### src/rtl/rst_seq_ctrl.sv
// Reset sequencing controller: releases NUM_DOMAINS active-low domain resets in order
// after a hold delay, and re-runs the sequence on a software reset request.
module rst_seq_ctrl #(
  parameter int unsigned NUM_DOMAINS = 3,
  parameter int unsigned HOLD_CYCLES = 4,
  parameter int unsigned STEP_CYCLES = 2,
  parameter int unsigned CNT_W       = 8
) (
  input  logic                   clk,
  input  logic                   RST,
  input  logic                   sw_rst_req,
  output logic                   sw_rst_ack,
  output logic [NUM_DOMAINS-1:0] dom_rst_n,
  output logic                   all_released
);

  localparam int unsigned IDX_W = $clog2(NUM_DOMAINS + 1);
  localparam logic [CNT_W-1:0] HOLD_LAST = CNT_W'(HOLD_CYCLES - 1);
  localparam logic [CNT_W-1:0] STEP_LAST = CNT_W'(STEP_CYCLES - 1);
  localparam logic [IDX_W-1:0] IDX_LAST  = IDX_W'(NUM_DOMAINS - 1);

  typedef enum logic [1:0] {
    S_HOLD    = 2'd0,
    S_RELEASE = 2'd1,
    S_DONE    = 2'd2
  } state_e;

  state_e                 state, state_nxt;
  logic [CNT_W-1:0]       cnt, cnt_nxt;
  logic [IDX_W-1:0]       idx, idx_nxt;
  logic                   pending, pending_nxt;
  logic                   req_q, req_d;
  logic                   rise;
  logic                   rel_hit;
  logic                   take;
  logic [NUM_DOMAINS-1:0] dom_nxt;
  logic                   all_nxt;
  logic                   ack_nxt;

  // Request is registered once, then edge-detected against its previous sample.
  assign rise = req_q & ~req_d;

  // State register plus registered outputs.
  always_ff @(posedge clk or negedge RST) begin
    if (!RST) begin
      state        <= S_HOLD;
      cnt          <= '0;
      idx          <= '0;
      pending      <= 1'b0;
      req_q        <= 1'b0;
      req_d        <= 1'b0;
      dom_rst_n    <= '0;
      all_released <= 1'b0;
      sw_rst_ack   <= 1'b0;
    end else begin
      state        <= state_nxt;
      cnt          <= cnt_nxt;
      idx          <= idx_nxt;
      pending      <= pending_nxt;
      req_q        <= sw_rst_req;
      req_d        <= req_q;
      dom_rst_n    <= dom_nxt;
      all_released <= all_nxt;
      sw_rst_ack   <= ack_nxt;
    end
  end

  // Next-state: delay counting, domain stepping and software reset acceptance.
  always_comb begin
    state_nxt   = state;
    cnt_nxt     = cnt;
    idx_nxt     = idx;
    pending_nxt = pending;
    rel_hit     = 1'b0;
    take        = 1'b0;
    case (state)
      S_HOLD: begin
        if (rise) pending_nxt = 1'b1;
        if (cnt == HOLD_LAST) begin
          rel_hit   = 1'b1;
          cnt_nxt   = '0;
          idx_nxt   = IDX_W'(1);
          state_nxt = (NUM_DOMAINS == 1) ? S_DONE : S_RELEASE;
        end else begin
          cnt_nxt = cnt + CNT_W'(1);
        end
      end
      S_RELEASE: begin
        if (rise) pending_nxt = 1'b1;
        if (cnt == STEP_LAST) begin
          rel_hit = 1'b1;
          cnt_nxt = '0;
          idx_nxt = idx + IDX_W'(1);
          if (idx == IDX_LAST) state_nxt = S_DONE;
        end else begin
          cnt_nxt = cnt + CNT_W'(1);
        end
      end
      S_DONE: begin
        if (rise || pending) begin
          take        = 1'b1;
          pending_nxt = 1'b0;
          cnt_nxt     = '0;
          idx_nxt     = '0;
          state_nxt   = S_HOLD;
        end
      end
      default: begin
        state_nxt = S_HOLD;
        cnt_nxt   = '0;
        idx_nxt   = '0;
      end
    endcase
  end

  // Output next values; the domain being released is the one at idx.
  always_comb begin
    dom_nxt = dom_rst_n;
    ack_nxt = take;
    all_nxt = (state_nxt == S_DONE);
    if (take) begin
      dom_nxt = '0;
    end else if (rel_hit) begin
      for (int i = 0; i < NUM_DOMAINS; i++) begin
        if (IDX_W'(i) == idx) dom_nxt[i] = 1'b1;
      end
    end
  end

endmodule

### config.mk
export PLATFORM = sky130hd
export DESIGN_NAME = rst_seq_ctrl
export DESIGN_NICKNAME = d
export VERILOG_FILES = /design/src/rtl/rst_seq_ctrl.sv
export SDC_FILE = /design/constraint.sdc
export NUM_CORES = 1
export LEC_CHECK = 0
export BUFFER_PORTS_ARGS = -buffer_cell sky130_fd_sc_hd__buf_4
export CORE_MARGIN = 2
export CORE_UTILIZATION = 40
export CTS_CLUSTER_SIZE = 28
export DETAILED_ROUTE_END_ITERATION = 16
export PLACE_DENSITY = 0.53
export REMOVE_ABC_BUFFERS = 1
export SYNTH_ARGS = -nofsm -noshare
export SYNTH_HDL_FRONTEND = slang
export SYNTH_SLANG_ARGS = --single-unit
### constraint.sdc
create_clock -name clk -period 1.9 [get_ports clk]
set_input_delay 0 -clock clk [delete_from_list [all_inputs] [get_ports clk]]
set_output_delay 0 -clock clk [all_outputs]
set_load 0.1 [all_outputs]
-- Word-level counts from Yosys, hierarchy flattened
Index checks and enable logic that the tools add are counted.
- bits of input ports: 3
- register bits: 20
- output and inout port bits: 5
- bitwise logic cells: 2
- $add $sub $neg: 2
- equal/unequal tests: 12
- multiplexer cells: 26
- reduce and logical (&&, ||, !) cells: 14
- operators with widths (kind ; number):
    two-way mux 8 bit ; 3
    case mux 8 bit (3 select lines) ; 1
    two-way mux 2 bit ; 7
    case mux 2 bit (3 select lines) ; 2
    nonzero test 2 bit ; 5
    two-way mux 1 bit ; 9
    adder 8 x 1 -> 8 bit (second input constant) ; 1
    equality test 8 x 1 -> 1 bit (second input constant) ; 1
    equality test 8 x 2 -> 1 bit (second input constant) ; 1
    equality test 2 bit (second input constant) ; 3
    two-way mux 3 bit ; 2
    != test 2 bit (second input constant) ; 3
    AND reduction 2 bit ; 3
    AND reduction 3 bit ; 2
    zero test 2 bit ; 2
    case mux 1 bit (2 select lines) ; 2
    adder 2 x 1 -> 2 bit (second input constant) ; 1
    equality test 1 x 2 -> 1 bit (first input constant) ; 1
    equality test 2 x 1 -> 1 bit (second input constant) ; 1
    equality test 2 bit (first input constant) ; 1
    != test 2 x 1 -> 1 bit (second input constant) ; 1
    OR reduction 2 bit ; 1
    bitwise AND 1 bit ; 1
    logical OR 1 bit ; 1
    NOT 1 bit ; 1

-- Logic depth before layout (Yosys ltp)
- depth in word-level cells: 7
- mapped depth: 6

-- Worst setup path after synthesis
OpenSTA, ideal clock, no wires.
- path kind: register -> register
- start: reg cnt[0]
- end: reg idx[1]
- setup time: 0.074 ns
- data required time: 1.826 ns
- period minus slack after synthesis: 1.546 ns
- stages on the path, launching flop included: 6
- setup slack: 0.354 ns
- buffers on the path: 0
- data arrival time: 1.472 ns
- cell sequence: dfrtp_1 -> ha_1 -> mux2_4 -> nand4_4 -> mux2_4 -> o21ai_2
- longest elaborated chain between the ends: 3
- elaborated cells between the ends (all ways): 5
- ends and longest elaborated chain (what ; line ; source):
    start: declaration ; 29 ; logic [CNT_W-1:0] cnt, cnt_nxt;
    start signal: assignment ; 57 ; cnt <= cnt_nxt;
    equality test 8 x 1 -> 1 bit / equality test 8 x 2 -> 1 bit (equally long branches) ; 90, 79 ;
    != test 2 bit (no line) ; -- ;
    AND reduction 3 bit (no line) * ; -- ;
    end signal: assignment ; 58 ; idx <= idx_nxt;
    end: declaration ; 30 ; logic [IDX_W-1:0] idx, idx_nxt;
Mark *: on every way between the ends. The rest lies on a longest branch, timed or not.
A chain may end at the register's enable or synchronous reset.

-- Worst setup path in the final report
- start: reg cnt[0]
- end: reg cnt[7]
- longest elaborated chain between the ends: 3
- elaborated cells between the ends (all ways): 6
- ends and longest elaborated chain (what ; line ; source):
    adder 8 x 1 -> 8 bit, or another cell as far along ; 85, 96 ;
    two-way mux 8 bit (on tied branches) ; 90, 79 ;
    case mux 8 bit (3 select lines) * ; 76 ; case (state)
Marks and branches as above.

==> metrics.txt <==
Fmax 608 MHz; clock slew at reported path FFs about 0.11 ns; Buf+Inv Stages, Crit Path 0; PortBufs 7; Die H 54.7 um; measured slew at the worst slew-check pin 0.270 ns; die width approximately 55 um; num ports 8; Worst setup EP type flop; CP Class reg2reg; Final Cycle Share 0.865; Initial DRC Count 5; Comb pwr share 0.046; Slew HR 0.819; final net count 119; minimum clock period 1.64 ns; Routed WL 1880 um; max-cap viol count 0; sequential area share after synthesis 0.486; YS warnings 0; total core area 2450 sq um; All-Layer GR Usage 0.156; main area contributors after synthesis dfrtp_1 49%, ha_1 6.1%, inv_1 3.3%; H-tree depth 1; Worst Path Required 2.13 ns; DRC violations left 0; vias 724; largest stage delay on the critical path 0.45 ns; root buffer cell clkbuf_4; Seq pwr share 0.608; CTS tree yes; status finished, final reports clean; number of failing hold endpoints at the final stage 0; Final Setup Violations 0; ANT cells 0; Max Buffers Root-to-Sink 2; CTS sink cnt 20; register bit total from synthesis 20; post-DP HPWL between 1000 and 1500 um; remaining antenna violation count 0; Clk Latency, worst-skew pair 0.30 ns; Area Overhead vs Synth 13.9%; crit path DAT 1.87 ns; gr ovfl total 0; most common cell after layout, fill and taps aside dfrtp_1; total CTS buffers 3; row count 18; layout cell share with drive strength beyond 1 0.227; first-pass GRT wire length 3260 um; Via density roughly 5.2; worst hold path class in2async; Worst Setup SP cnt[0]$_DFFE_PN0P_; r2r startpoint cnt[0]$_DFFE_PN0P_; clock power share 0.346; first-pass iteration count of the detailed router 3; worst-path fanout max 6; Layout Skew around 0.0020 ns; Cell Int Power 0.560 mW; number of global-route vias before repair 745; startpoint types flop; Netlist cell types 32; worst path cell trace ha_1 -> mux2_4 -> a41oi_4 -> a21oi_1 -> o22ai_1; family with the most delay on the worst path compound AO/OA/AOI/OAI gates; setup TNS 0 ns; area of the mapped netlist 1030 sq um; pwr dens ~600 nW/um^2; Peak VDD IR around 460 uV; Max Transition Viols Final 0; Synth area leader dfrtp_1; unrepaired setup endpoints after global routing no; Die Area about 3000 sq um; Synth top area share 0.486; initial antenna violation count 0; Starting Density 0.419; most frequent cells in the layout 20 x dfrtp_1, 9 x inv_1, 9 x nand2_1, 9 x buf_4, 6 x a21oi_1; CP max-delay cell dfrtp_1; Min Hold Slack 0.104 ns; total power 0.719 mW; Final Wtd Congestion approximately 0.77; number of setup buffers added after CTS 0; post-synthesis instance total 97; Syn Area/Cell 10.6 sq um; Static Leak around 0.56 nW; Sw Share 0.222; largest net degree at the start of global routing 21; P_sw 0.159 mW; wire per inst 13.4 um
-- cell usage after synthesis, drive strengths merged --
| library cell | number |
|---|---|
| dfrtp | 20 |
| inv | 9 |
| nand2 | 9 |
| o21ai | 9 |
| a21oi | 6 |
| nor2 | 6 |
| ha | 5 |
| a22o | 3 |
| nand3 | 3 |
| nor3 | 3 |
| or3 | 3 |
| a41o | 2 |
| buf | 2 |
| mux2 | 2 |
| nand2b | 2 |
| nand4 | 2 |
| or2 | 2 |
| a221oi | 1 |
| a31o | 1 |
| a41oi | 1 |
| and3 | 1 |
| and4 | 1 |
| nor2b | 1 |
| nor3b | 1 |
| o22ai | 1 |
| xnor2 | 1 |
-- layout make-up --
type / count / area (sq um)
Clock buffer: 4 / 36.3
Multi-Input combinational cell: 66 / 477
Timing Repair Buffer: 11 / 87.6
Inverter: 9 / 33.8
Sequential cell: 20 / 500
Tap cell: 30 / 37.5
Fill cell: 240 / 1280
-- power by group through the flow --
stage / sequential, mW / combinational (mW) / clock (mW)
global placement: 0.445 / 0.0305 / 0
detailed placement: 0.445 / 0.0307 / 0
floorplan: 0.450 / 0.00948 / 0
CTS: 0.437 / 0.0339 / 0.261
finish: 0.437 / 0.0331 / 0.249
global route: 0.438 / 0.0379 / 0.273
-- worst paths after layout --
path / end / slack, ns / cells after the start
worst max-delay path: cnt[7]$_DFFE_PN0P_ / 0.26 / 5
worst min-delay path: cnt[4]$_DFFE_PN0P_ / 0.10 / 2
worst max register to register: cnt[7]$_DFFE_PN0P_ / 0.26 / 5
worst min register to register: req_d$_DFF_PN0_ / 0.39 / 0
max in group asynchronous: state[0]$_DFF_PN0_ / 1.59 / 2
min in group clk: req_q$_DFF_PN0_ / 0.34 / 2
-- per-stage QoR --
step	std cells	util	setup WS, ns	cell area, sq um
final	140	0.478	0.256	1170
after global routing	140	0.478	0.110	1170
after CTS	140	0.478	0.252	1170
after detailed placement	134	0.455	0.273	1120
after global placement	134	0.455	0.295	1120
after floorplan	95	-	0.352	1010
-- state kept, by name (all words and copies together), names as in the netlist --
signal        flops
all_released      1
pending           1
cnt               8
sw_rst_ack        1
req_d             1
idx               2
req_q             1
state             2
dom_rst_n         3
-- logic make-up after synthesis --
logic type | count (synthesis) | synth area share
AO/OA/AOI/OAI | 24 | 0.171
adder cells (fa/ha/maj) | 5 | 0.0608
multiplexers | 2 | 0.0292
XOR/XNOR | 1 | 0.00851
buffers and inverters | 11 | 0.0510
flip-flops | 20 | 0.486
AND/OR/NAND/NOR | 34 | 0.193
-- routing by layer --
layer | wire (um) | vias to the layer above | GRT usage
met3 | 43 | 4 | 0.0246
li1 | - | 371 | -
met1 | 889 | 339 | 0.182
met4 | 36 | 0 | 0.0958
met2 | 910 | 10 | 0.266
met5 | 0 | - | 0
-- timing repair --
action | in CTS | in global routing
hold endpoints to repair | 21 | 0
hold buffers | 2 | 0
resized for setup | 0 | 0
Power figures use the tool's default switching activity.
